--- config.mk ---
export PLATFORM = sky130hd
export DESIGN_NAME = cla_pipe_adder
export DESIGN_NICKNAME = d
export VERILOG_FILES = /design/src/rtl/cla_pipe_adder.sv
export SDC_FILE = /design/constraint.sdc
export NUM_CORES = 1
export LEC_CHECK = 0
export BUFFER_PORTS_ARGS = -buffer_cell sky130_fd_sc_hd__buf_4
export CAP_MARGIN = 10
export CORE_ASPECT_RATIO = 0.9
export CORE_MARGIN = 3
export CORE_UTILIZATION = 57
export DETAILED_ROUTE_END_ITERATION = 6
export HOLD_SLACK_MARGIN = 0.08
export PLACE_DENSITY = 0.83
export RECOVER_POWER = 25
export SYNTH_ARGS = -nofsm -noshare
export SYNTH_HDL_FRONTEND = slang
export SYNTH_SLANG_ARGS = --single-unit
--- constraint.sdc ---
create_clock -name clk -period 3.7 [get_ports clk]
set_input_delay 0 -clock clk [delete_from_list [all_inputs] [get_ports clk]]
set_output_delay 0 -clock clk [all_outputs]
set_load 0.02 [all_outputs]
--- src/rtl/cla_pipe_adder.sv ---
// Pipelined carry look-ahead adder/subtractor.
//
// The operand is cut into NG = WIDTH/BLOCK groups of BLOCK bits. Stage k
// resolves group k-1 with a flat look-ahead carry network and registers the
// group carry-out for the next stage, so latency is NG cycles and throughput
// is one operation per cycle. All stages advance together under a single
// valid/ready handshake; a stalled output freezes the whole pipe.
//
// Ports:
//   clk, rst            rising-edge clock, synchronous active-high reset
//   in_valid/in_ready   input handshake (in_ready = global advance)
//   a, b, cin, sub      operands; sub=1 computes a + ~b + 1 and ignores cin
//   out_valid/out_ready output handshake
//   sum, cout, ovf      result mod 2^WIDTH, MSB carry-out (1 = no borrow on
//                       sub), signed overflow
module cla_pipe_adder #(
  parameter int WIDTH = 16,
  parameter int BLOCK = 4   // WIDTH must be a multiple of BLOCK
) (
  input  logic             clk,
  input  logic             rst,
  input  logic             in_valid,
  output logic             in_ready,
  input  logic [WIDTH-1:0] a,
  input  logic [WIDTH-1:0] b,
  input  logic             cin,
  input  logic             sub,
  output logic             out_valid,
  input  logic             out_ready,
  output logic [WIDTH-1:0] sum,
  output logic             cout,
  output logic             ovf
);
  localparam int NG = WIDTH / BLOCK;

  // Carries c[0..BLOCK] of one group. Every c[i+1] is written as a
  // sum of products of G/P terms and c0 directly, so there is no ripple.
  function automatic logic [BLOCK:0] cla_carries(input logic [BLOCK-1:0] x,
                                                 input logic [BLOCK-1:0] y,
                                                 input logic             c0);
    logic [BLOCK-1:0] p, g;
    logic [BLOCK:0]   c;
    logic             t;
    p    = x ^ y;
    g    = x & y;
    c    = '0;
    c[0] = c0;
    for (int i = 0; i < BLOCK; i++) begin
      t = c0;
      for (int j = 0; j <= i; j++) t = t & p[j];
      c[i+1] = t;
      for (int j = 0; j <= i; j++) begin
        t = g[j];
        for (int k = j + 1; k <= i; k++) t = t & p[k];
        c[i+1] = c[i+1] | t;
      end
    end
    return c;
  endfunction

  // Per-stage state. a_q/b_q carry the operands forward (b already
  // inverted for subtract); sum_q holds the bits resolved so far.
  logic             vld_q [NG];
  logic [WIDTH-1:0] a_q   [NG];
  logic [WIDTH-1:0] b_q   [NG];
  logic [WIDTH-1:0] sum_q [NG];
  logic             c_q   [NG];
  logic             ovf_q;
  logic             advance;

  assign advance  = !vld_q[NG-1] || out_ready;
  assign in_ready = advance;

  for (genvar s = 0; s < NG; s++) begin : g_stg
    logic [WIDTH-1:0] a_in, b_in, s_in, s_nxt;
    logic             c_in, v_in;
    logic [BLOCK-1:0] pp;
    logic [BLOCK:0]   cc;

    if (s == 0) begin : g_first
      assign a_in = a;
      assign b_in = sub ? ~b : b;
      assign c_in = sub | cin;
      assign s_in = '0;
      assign v_in = in_valid;
    end else begin : g_next
      assign a_in = a_q[s-1];
      assign b_in = b_q[s-1];
      assign c_in = c_q[s-1];
      assign s_in = sum_q[s-1];
      assign v_in = vld_q[s-1];
    end

    assign pp = a_in[s*BLOCK +: BLOCK] ^ b_in[s*BLOCK +: BLOCK];
    assign cc = cla_carries(a_in[s*BLOCK +: BLOCK], b_in[s*BLOCK +: BLOCK], c_in);

    always_comb begin
      s_nxt                   = s_in;
      s_nxt[s*BLOCK +: BLOCK] = pp ^ cc[BLOCK-1:0];
    end

    // Bubbles shift like real entries; only the handshake gates motion.
    always_ff @(posedge clk) begin
      if (rst) begin
        vld_q[s] <= 1'b0;
        a_q[s]   <= '0;
        b_q[s]   <= '0;
        sum_q[s] <= '0;
        c_q[s]   <= 1'b0;
      end else if (advance) begin
        vld_q[s] <= v_in;
        a_q[s]   <= a_in;
        b_q[s]   <= b_in;
        sum_q[s] <= s_nxt;
        c_q[s]   <= cc[BLOCK];
      end
    end

    if (s == NG - 1) begin : g_last
      // Carry into the MSB is cc[BLOCK-1] of the top group.
      always_ff @(posedge clk) begin
        if (rst)          ovf_q <= 1'b0;
        else if (advance) ovf_q <= cc[BLOCK] ^ cc[BLOCK-1];
      end
    end
  end

  // The last stage has nothing downstream to pass operands to.
  logic unused_ok;
  assign unused_ok = ^{a_q[NG-1], b_q[NG-1]};

  assign out_valid = vld_q[NG-1];
  assign sum       = sum_q[NG-1];
  assign cout      = c_q[NG-1];
  assign ovf       = ovf_q;

endmodule

==> flow_summary.json, run 1 <==
{
  "setup_viol": 0,
  "netlist_area_um2": 4340,
  "die_h_um": 88.8,
  "antenna_found_initial": 0,
  "hold_class": "primary input to register",
  "cp-start-kind": "primary input",
  "clockRootBuffer": "clkbuf_8",
  "coreArea_um2": 7220,
  "drive_above_1_share": 0.155,
  "fmax_mhz": 361,
  "diodes": 0,
  "rsz0062_at_grt": "no",
  "dp_hpwl_um": 4170,
  "post_dp_cell_area_um2": 4830,
  "die_w_um": 98.0,
  "start_util": 0.601,
  "internal_power_mw": 1.72,
  "pwr-share-seq": 0.601,
  "worstMarginPinSlew_ps": 946,
  "grt_max_degree": 74,
  "switchingPower_mw": 0.464,
  "synth-seq-cells": 97,
  "io_pins": 58,
  "cp.arrival_ps": 2750,
  "cap_violations": 0,
  "clk_pin_slew_ps": 80,
  "ys_types": 34,
  "p_leak_nw": 2.41,
  "wire_per_inst_um": 14.5,
  "portBuffers": 57,
  "skew_ps": 8.89,
  "ant_nets": 0,
  "min_period_over_period": 0.750,
  "area_growth_pct": 19.2,
  "synth_edf_count": 96,
  "synthCells": 298,
  "status": "completed",
  "final-max-slew-violation-count": 0,
  "wirelength_um": 6870,
  "grt_pass1_wl_um": 11200,
  "totalNegativeSetupSlack_ps": 0,
  "htreeDepth": 3,
  "nNetsFinal": 438,
  "yosysWarnings": 0,
  "avgViaCountPerCell": 5.35,
  "pwr-share-comb": 0.108,
  "grtUsageTotal": 0.166,
  "ys_seq_area_frac": 0.669,
  "required_ps": 3670,
  "power_mw": 2.19,
  "clock_power_share": 0.290,
  "vias": 2530,
  "crit_type": "primary input to register",
  "synth_nets": 360,
  "cts_sinks": 97,
  "final_area_um2": 5170,
  "fin_crit_ps": 2770,
  "p_per_area_nw_per_um2": 423,
  "crit_fanout": 72,
  "switching_share": 0.212,
  "first_pass_iters": 5,
  "clk_path_buf_depth": 2,
  "ys_async_sr_fraction": 0,
  "overflow": 0,
  "grt_pass1_vias": 2423,
  "slew_headroom": 0.368,
  "fp.dieArea_um2": 8700,
  "drc_errors": 0,
  "avgSynthCellArea_um2": 14.6,
  "drt-initial-drc-count": 156,
  "finalHoldViolCount": 0,
  "cp-end-kind": "register",
  "synth_ff_type": "edfxtp_1",
  "row_count": 29,
  "final_util": 0.717,
  "vdd_drop_max_v": 0.000225,
  "post-cts-setup-buffer-count": 0,
  "globalplace.congestion": 0.750,
  "cts_buffers": 9,
  "clock_latency_ps": 350,
  "cts_tree": "yes"
}
==> final timing paths <==
check        slack [ps]          end         from  cells after the start
max reg2reg        1150   a_q[0][10]     vld_q[3]                      3
min reg2reg         550  sum_q[3][2]  sum_q[2][2]                      1
min                 110       c_q[0]         a[3]                      3
max                 930   a_q[0][10]          rst                      5
==> sequential cells by signal, indices dropped and copies added (netlist names) <==
name,count
a_q,24
ovf,1
sum_q,40
b_q,24
c_q,4
vld_q,4
==> cell usage in the layout (no fill, tap or decap) <==
cell type	Yosys	routed
or2_2	4	4
nand2_1	2	2
bufinv_16	0	1
xnor2_1	15	15
clkinv_1	0	1
nor2_1	19	19
a211o_1	1	1
nor2b_1	0	1
o2bb2ai_1	1	1
inv_1	3	4
a22o_1	2	2
o211ai_1	1	1
o22a_1	2	2
nor3_1	10	10
a21oi_1	1	1
a311oi_2	1	1
or3_1	1	1
clkinv_2	0	1
xor2_1	5	5
clkinvlp_4	0	1
nand3b_1	1	1
clkbuf_8	0	9
dlygate4sd3_1	0	26
edfxtp_1	96	96
o21a_1	9	9
dfxtp_1	1	1
ha_1	20	20
a21boi_0	1	1
clkbuf_1	11	23
nand3_1	2	2
buf_4	1	40
mux2_2	2	2
nor3b_1	1	1
mux2i_1	1	1
and3_1	69	69
fa_1	4	4
o22ai_1	1	1
==> through the flow <==
step	hold slack (ps)	setup WS (ps)	cells
after floorplan	67.9	523	298
after global placement	210	1770	432
after detailed placement	232	1730	432
after CTS	99.7	1540	473
after global routing	122	674	473
final	113	927	473
==> power groups by stage <==
stage | registers (mW) | logic, mW | clock network (mW)
after floorplan | 1.35 | 0.134 | 0
after global placement | 1.34 | 0.219 | 0
after detailed placement | 1.34 | 0.225 | 0
after CTS | 1.32 | 0.249 | 0.649
after global routing | 1.32 | 0.266 | 0.689
final | 1.31 | 0.237 | 0.635
==> metal layers <==
layer | GRT usage | share of wire
met5 | 0 | 0
met4 | 0.0906 | 0.019
met3 | 0.0284 | 0.061
met2 | 0.267 | 0.47
met1 | 0.219 | 0.45
==> synthesized netlist by cell type, drive strengths merged, types with 2 or more instances <==
| cell type | n | area [um^2] |
|---|---|---|
| edfxtp | 96 | 2880 |
| fa | 4 | 80.1 |
| inv | 5 | 18.8 |
| buf | 8 | 48.8 |
| xor2 | 5 | 43.8 |
| and3 | 69 | 432 |
| or2 | 4 | 25.0 |
| clkbuf | 11 | 41.3 |
| o22a | 2 | 17.5 |
| nor2 | 19 | 71.3 |
| a22o | 2 | 17.5 |
| o21a | 9 | 67.6 |
| ha | 20 | 250 |
| nor3 | 10 | 50.1 |
| mux2 | 2 | 22.5 |
| nand2 | 2 | 7.51 |
| nand3 | 2 | 10.0 |
| xnor2 | 15 | 131 |
==> repair_timing <==
item	4_1_cts	5_1_grt
hold endpoints to repair	27	0
setup endpoints to repair	0	0
resized for setup	0	0
hold buffers	26	0
==> worst max-delay path, stage by stage <==
cell and delay [ps]:
dlygate4sd3_1 540, clkbuf_1 250, inv_1 310, nand2_1 790
buf_4 820
==> cells by family (layout without fill, tap and decap cells) <==
logic type,after synthesis,in the layout,share of synthesized area
flip-flops,97,97,0.669
XOR/XNOR,20,20,0.0403
AO/OA/AOI/OAI,20,20,0.0372
buffers and inverters,24,106,0.0251
adder cells (fa/ha/maj),24,24,0.0761
multiplexers,3,3,0.00749
AND/OR/NAND/NOR,110,110,0.145
==> area by class of cell <==
| type | instances | area (um^2) |
|---|---|---|
| Tap cell | 93 | 116 |
| Clock inverter | 3 | 42.5 |
| Inverter | 5 | 18.8 |
| Multi-Input combinational cell | 177 | 1320 |
| Timing Repair Buffer | 86 | 636 |
| Sequential cell | 97 | 2900 |
| Fill cell | 490 | 2050 |
| Clock buffer | 12 | 135 |
Power figures use the tool's default switching activity.
==> run 2: changes to the inputs <==
Settings changed: ABC_AREA from default to 1.
Clock period 3.7 ns to 2.7 ns, I/O delays scaled along.
==> flow_summary.json, run 2 <==
{
  "coreArea_um2": 7260,
  "overflow": 0,
  "grt_pass1_vias": 2595,
  "internal_power_mw": 2.47,
  "clock_power_share": 0.314,
  "yosysWarnings": 0,
  "ant_nets": 0,
  "fmax_mhz": 552,
  "netlist_area_um2": 4400,
  "first_pass_iters": 4,
  "clk_pin_slew_ps": 90,
  "pwr-share-comb": 0.115,
  "grtUsageTotal": 0.172,
  "post-place-ws_ps": 866,
  "portBuffers": 57,
  "finalHoldViolCount": 0,
  "setup_viol": 0,
  "synth_nets": 441,
  "crit_type": "register to register",
  "status": "completed",
  "cts_resized": 0,
  "postCtsHoldBufs": 27,
  "cp-start-kind": "register",
  "drc_errors": 0,
  "fp.dieArea_um2": 8810,
  "ys_seq_area_frac": 0.659,
  "cts_tree": "yes",
  "globalplace.congestion": 0.749,
  "synth_ff_type": "edfxtp_1",
  "cp-end-kind": "register",
  "cts_sinks": 97,
  "required_ps": 2800,
  "hold_class": "primary input to register",
  "totalNegativeSetupSlack_ps": 0,
  "synthCells": 379,
  "cts_buffers": 9,
  "htreeDepth": 3,
  "final-max-slew-violation-count": 0,
  "row_count": 29,
  "grt.busiest_layer": "met2",
  "pwr-share-seq": 0.571,
  "vias": 2681,
  "use_met3": 0.0320,
  "setup_slack_ps": 889,
  "cap_violations": 0,
  "fin_crit_ps": 1810,
  "synth_most_common_cell": "nor2_1",
  "slew_headroom": 0.641,
  "die_h_um": 89.4,
  "largestRegisters": "sum_q (40), a_q (24), b_q (24)",
  "ys_async_sr_fraction": 0,
  "switching_share": 0.224,
  "io_pins": 58,
  "synth_area_leaders": "edfxtp_1 65%, nor2_1 8.3%, inv_1 6.9%",
  "synth_top_area_cell": "edfxtp_1",
  "grt_use_met1": 0.193,
  "largest_reg_flops": 40,
  "grt_pass1_wl_um": 11600,
  "synthTopCellsByCount": "97 x nor2_1, 96 x edfxtp_1, 81 x inv_1, 21 x nand2_1, 20 x ha_1",
  "diodes": 0,
  "p_leak_nw": 2.40,
  "wire_per_inst_um": 12.5,
  "start_util": 0.607,
  "skew_ps": 14.4,
  "most-common-layout-cells": "97 x nor2_1, 96 x edfxtp_1, 81 x inv_1",
  "drive_above_1_share": 0.136,
  "synth_edf_count": 96,
  "dp_hpwl_um": 4620,
  "vdd_drop_max_v": 0.000310,
  "grt_max_degree": 55,
  "wirelength_um": 7040,
  "synth-seq-cells": 97,
  "area_growth_pct": 21.3,
  "avgSynthCellArea_um2": 11.6,
  "nNetsFinal": 529,
  "nFillCells": 491,
  "drt-initial-drc-count": 112,
  "final_common_cell": "nor2_1",
  "grtUsageMet2": 0.320,
  "avgViaCountPerCell": 4.75,
  "top_register": "sum_q",
  "min_period_over_period": 0.671,
  "antenna_found_initial": 0,
  "clk_path_buf_depth": 2,
  "rsz0062_at_grt": "no",
  "clockRootBuffer": "clkbuf_8",
  "ys_types": 22,
  "yosysTopAreaCellShare": 0.655,
  "switchingPower_mw": 0.713,
  "cp.arrival_ps": 1910,
  "die_w_um": 98.6,
  "crit_fanout": 3,
  "worstMarginPinSlew_ps": 538,
  "post-cts-setup-buffer-count": 0,
  "p_per_area_nw_per_um2": 595,
  "clock_latency_ps": 360
}
## run 2: cell types whose count changed after synthesis, moves of 3 or more
cell	delta
nand2_1	+19
o21a_1	-9
nor3_1	-10
clkbuf_1	-11
inv_1	+78
and3_1	-69
a21oi_1	+4
o21ai_0	+7
nor2_1	+78
nand2_2	+3
buf_2	+3
or2_2	-4
nand4_1	+3
## run 2: layout make-up
cell class              instances  area [um^2]  share of cell area
clock buffers                  11          131              0.0246
well taps                      93          116              0.0218
clock inverters                 5         81.3              0.0152
multi-input cells             190         1140               0.213
flip-flops and latches         97         2900               0.543
inverters                      81          304              0.0569
repair buffers                 88          669               0.125
## run 2: cell families (layout without fill, tap and decap cells)
logic type,count (synthesis),count (layout),synth area share
AO/OA/AOI/OAI,14,14,0.0188
XOR/XNOR,20,20,0.0398
adder cells (fa/ha/maj),24,24,0.0750
buffers and inverters,92,185,0.0836
flip-flops,97,97,0.659
AND/OR/NAND/NOR,132,132,0.123
## run 2: power groups by stage
stage                     combinational, mW  sequential [mW]  clock [mW]
after global routing                  0.411             1.83        1.07
after detailed placement              0.344             1.85           0
after floorplan                       0.206             1.87           0
after CTS                             0.380             1.82        1.01
after global placement                0.325             1.85           0
final                                 0.364             1.82       0.999
## run 2: per-stage QoR
stage          utilization  std cells  hold WS, ps  instance area, um^2  total power, mW
2_1_floorplan            -        379          156                 4400             2.07
3_3_place_gp         0.680        522          300                 4930             2.17
3_5_place_dp         0.680        522          302                 4930             2.20
4_1_cts              0.746        565          104                 5420             3.21
5_1_grt              0.736        565          136                 5340             3.31
6_report             0.736        565          123                 5340             3.18
## run 2: per-layer routing
metal,wire [um],up-vias
li1,-,1368
met1,2880,1219
met2,3680,79
met3,310,15
met4,165,0
met5,0,-
## run 2: critical path, stage by stage (launching register included)
cell      delay (ps)
edfxtp_1         430
ha_1             320
ha_1             200
o21ai_0          210
nand2_1          120
nand2_1           80
nand2_1           60
nand2_1           80
a21oi_1           60
## run 2: path summary, 6_finish.rpt
| path | startpoint | endpoint | slack [ps] | cells after the start |
|---|---|---|---|---|
| worst max-delay path | b_q[0][24] | c_q[2] | 890 | 8 |
| worst min-delay path | a[2] | sum_q[0][2] | 120 | 3 |
| worst max register to register | b_q[0][24] | c_q[2] | 890 | 8 |
| worst min register to register | ovf | ovf | 500 | 2 |
==> run 3: changes to the inputs <==
Settings changed: ABC_AREA 1 to 0.
Clock period 2.7 ns to 1.75 ns, I/O delays scaled along.
==> flow_summary.json, run 3 (synthesis results as in run 1) <==
{
  "die_w_um": 98.0,
  "cap_violations": 0,
  "worstMarginPinSlew_ps": 563,
  "min_period_over_period": 1.02,
  "row_count": 29,
  "fmax_mhz": 559,
  "largestRegisters": "sum_q (40), a_q (24), b_q (24)",
  "fin_crit_ps": 1790,
  "overflow": 0,
  "vias": 2627,
  "wire_per_inst_um": 15.1,
  "finalHoldViolCount": 0,
  "final_area_um2": 5370,
  "final-max-slew-violation-count": 0,
  "globalplace.congestion": 0.708,
  "vdd_drop_max_v": 0.000425,
  "clock_latency_ps": 350,
  "diodes": 0,
  "slew_headroom": 0.624,
  "first_pass_iters": 4,
  "area_growth_pct": 23.6,
  "io_pins": 58,
  "avgViaCountPerCell": 5.37,
  "drt-initial-drc-count": 174,
  "die_h_um": 88.8,
  "cp-start-kind": "register",
  "drc_errors": 0,
  "dp_hpwl_um": 4760,
  "cp-end-kind": "register",
  "final_common_cell": "edfxtp_1",
  "ant_nets": 0,
  "post_dp_cell_area_um2": 4960,
  "hold_ws_ps": 118,
  "clockRootBuffer": "clkbuf_8",
  "failed_checks": "negative setup slack",
  "p_per_area_nw_per_um2": 840,
  "top_register": "sum_q",
  "clk_pin_slew_ps": 80,
  "portBuffers": 57,
  "cts_sinks": 97,
  "skew_ps": 3.94,
  "crit_fanout": 3,
  "crit_type": "register to register",
  "required_ps": 2010,
  "grt_pass1_wl_um": 12000,
  "start_util": 0.601,
  "grt_max_degree": 50,
  "status": "finished with violations",
  "most-common-layout-cells": "96 x edfxtp_1, 69 x and3_1, 54 x buf_4",
  "setup_viol": 3,
  "coreArea_um2": 7220,
  "hold_class": "primary input to register",
  "setup_slack_ps": -38.8,
  "fp.dieArea_um2": 8700,
  "drive_above_1_share": 0.217,
  "wirelength_um": 7380,
  "post-place-ws_ps": -66.5,
  "totalNegativeSetupSlack_ps": -72.1,
  "nNetsFinal": 455,
  "p_leak_nw": 2.52,
  "clk_path_buf_depth": 2,
  "cts_tree": "yes",
  "grtUsageTotal": 0.179,
  "antenna_found_initial": 0,
  "rsz0062_at_grt": "yes",
  "htreeDepth": 3,
  "cts_buffers": 9,
  "cp.arrival_ps": 2050,
  "grt_pass1_vias": 2630,
  "largest_reg_flops": 40
}
-- run 3: through the flow --
step | power (mW) | std cells | util
floorplan | 3.13 | 298 | -
global placement | 3.31 | 445 | 0.687
detailed placement | 3.34 | 445 | 0.687
CTS | 4.56 | 487 | 0.747
global route | 4.73 | 489 | 0.743
finish | 4.51 | 489 | 0.743
-- run 3: critical path, stage by stage (launching register included) --
cell,delay [ps]
edfxtp_1,460
ha_4,320
ha_4,130
o211ai_1,120
buf_4,170
a211o_1,260
a311oi_2,240
-- run 3: worst paths after layout --
kind         cells past startpoint  startpoint           to  slack [ps]
max                              6  a_q[1][12]          ovf         -40
min                              3   out_ready  sum_q[3][8]         120
max reg2reg                      6  a_q[1][12]          ovf         -40
min reg2reg                      2         ovf          ovf         550
-- run 3: power by group --
part           internal, mW  switching, mW
combinational         0.291          0.255
sequential             2.73         0.0500
clock                 0.494          0.689
total                  3.51          0.994
-- run 3: layout make-up --
| cell class | count | area, um^2 |
|---|---|---|
| Clock buffer | 10 | 128 |
| Clock inverter | 4 | 22.5 |
| Fill cell | 460 | 1850 |
| Inverter | 5 | 18.8 |
| Multi-Input combinational cell | 177 | 1380 |
| Sequential cell | 97 | 2900 |
| Tap cell | 93 | 116 |
| Timing Repair Buffer | 103 | 798 |
-- run 3: timing repair --
item	CTS	global route
buffers inserted	1	2
pin swaps	4	3
setup endpoints to repair	4	8
gates resized for setup	2	6
hold endpoints to repair	27	0
hold buffers	27	0
-- run 3: metal layers --
layer,track usage,up-vias,routed length (um)
li1,-,1296,-
met1,0.224,1250,3210
met2,0.303,75,3700
met3,0.0457,6,393
met4,0.0730,0,72
met5,0,-,0
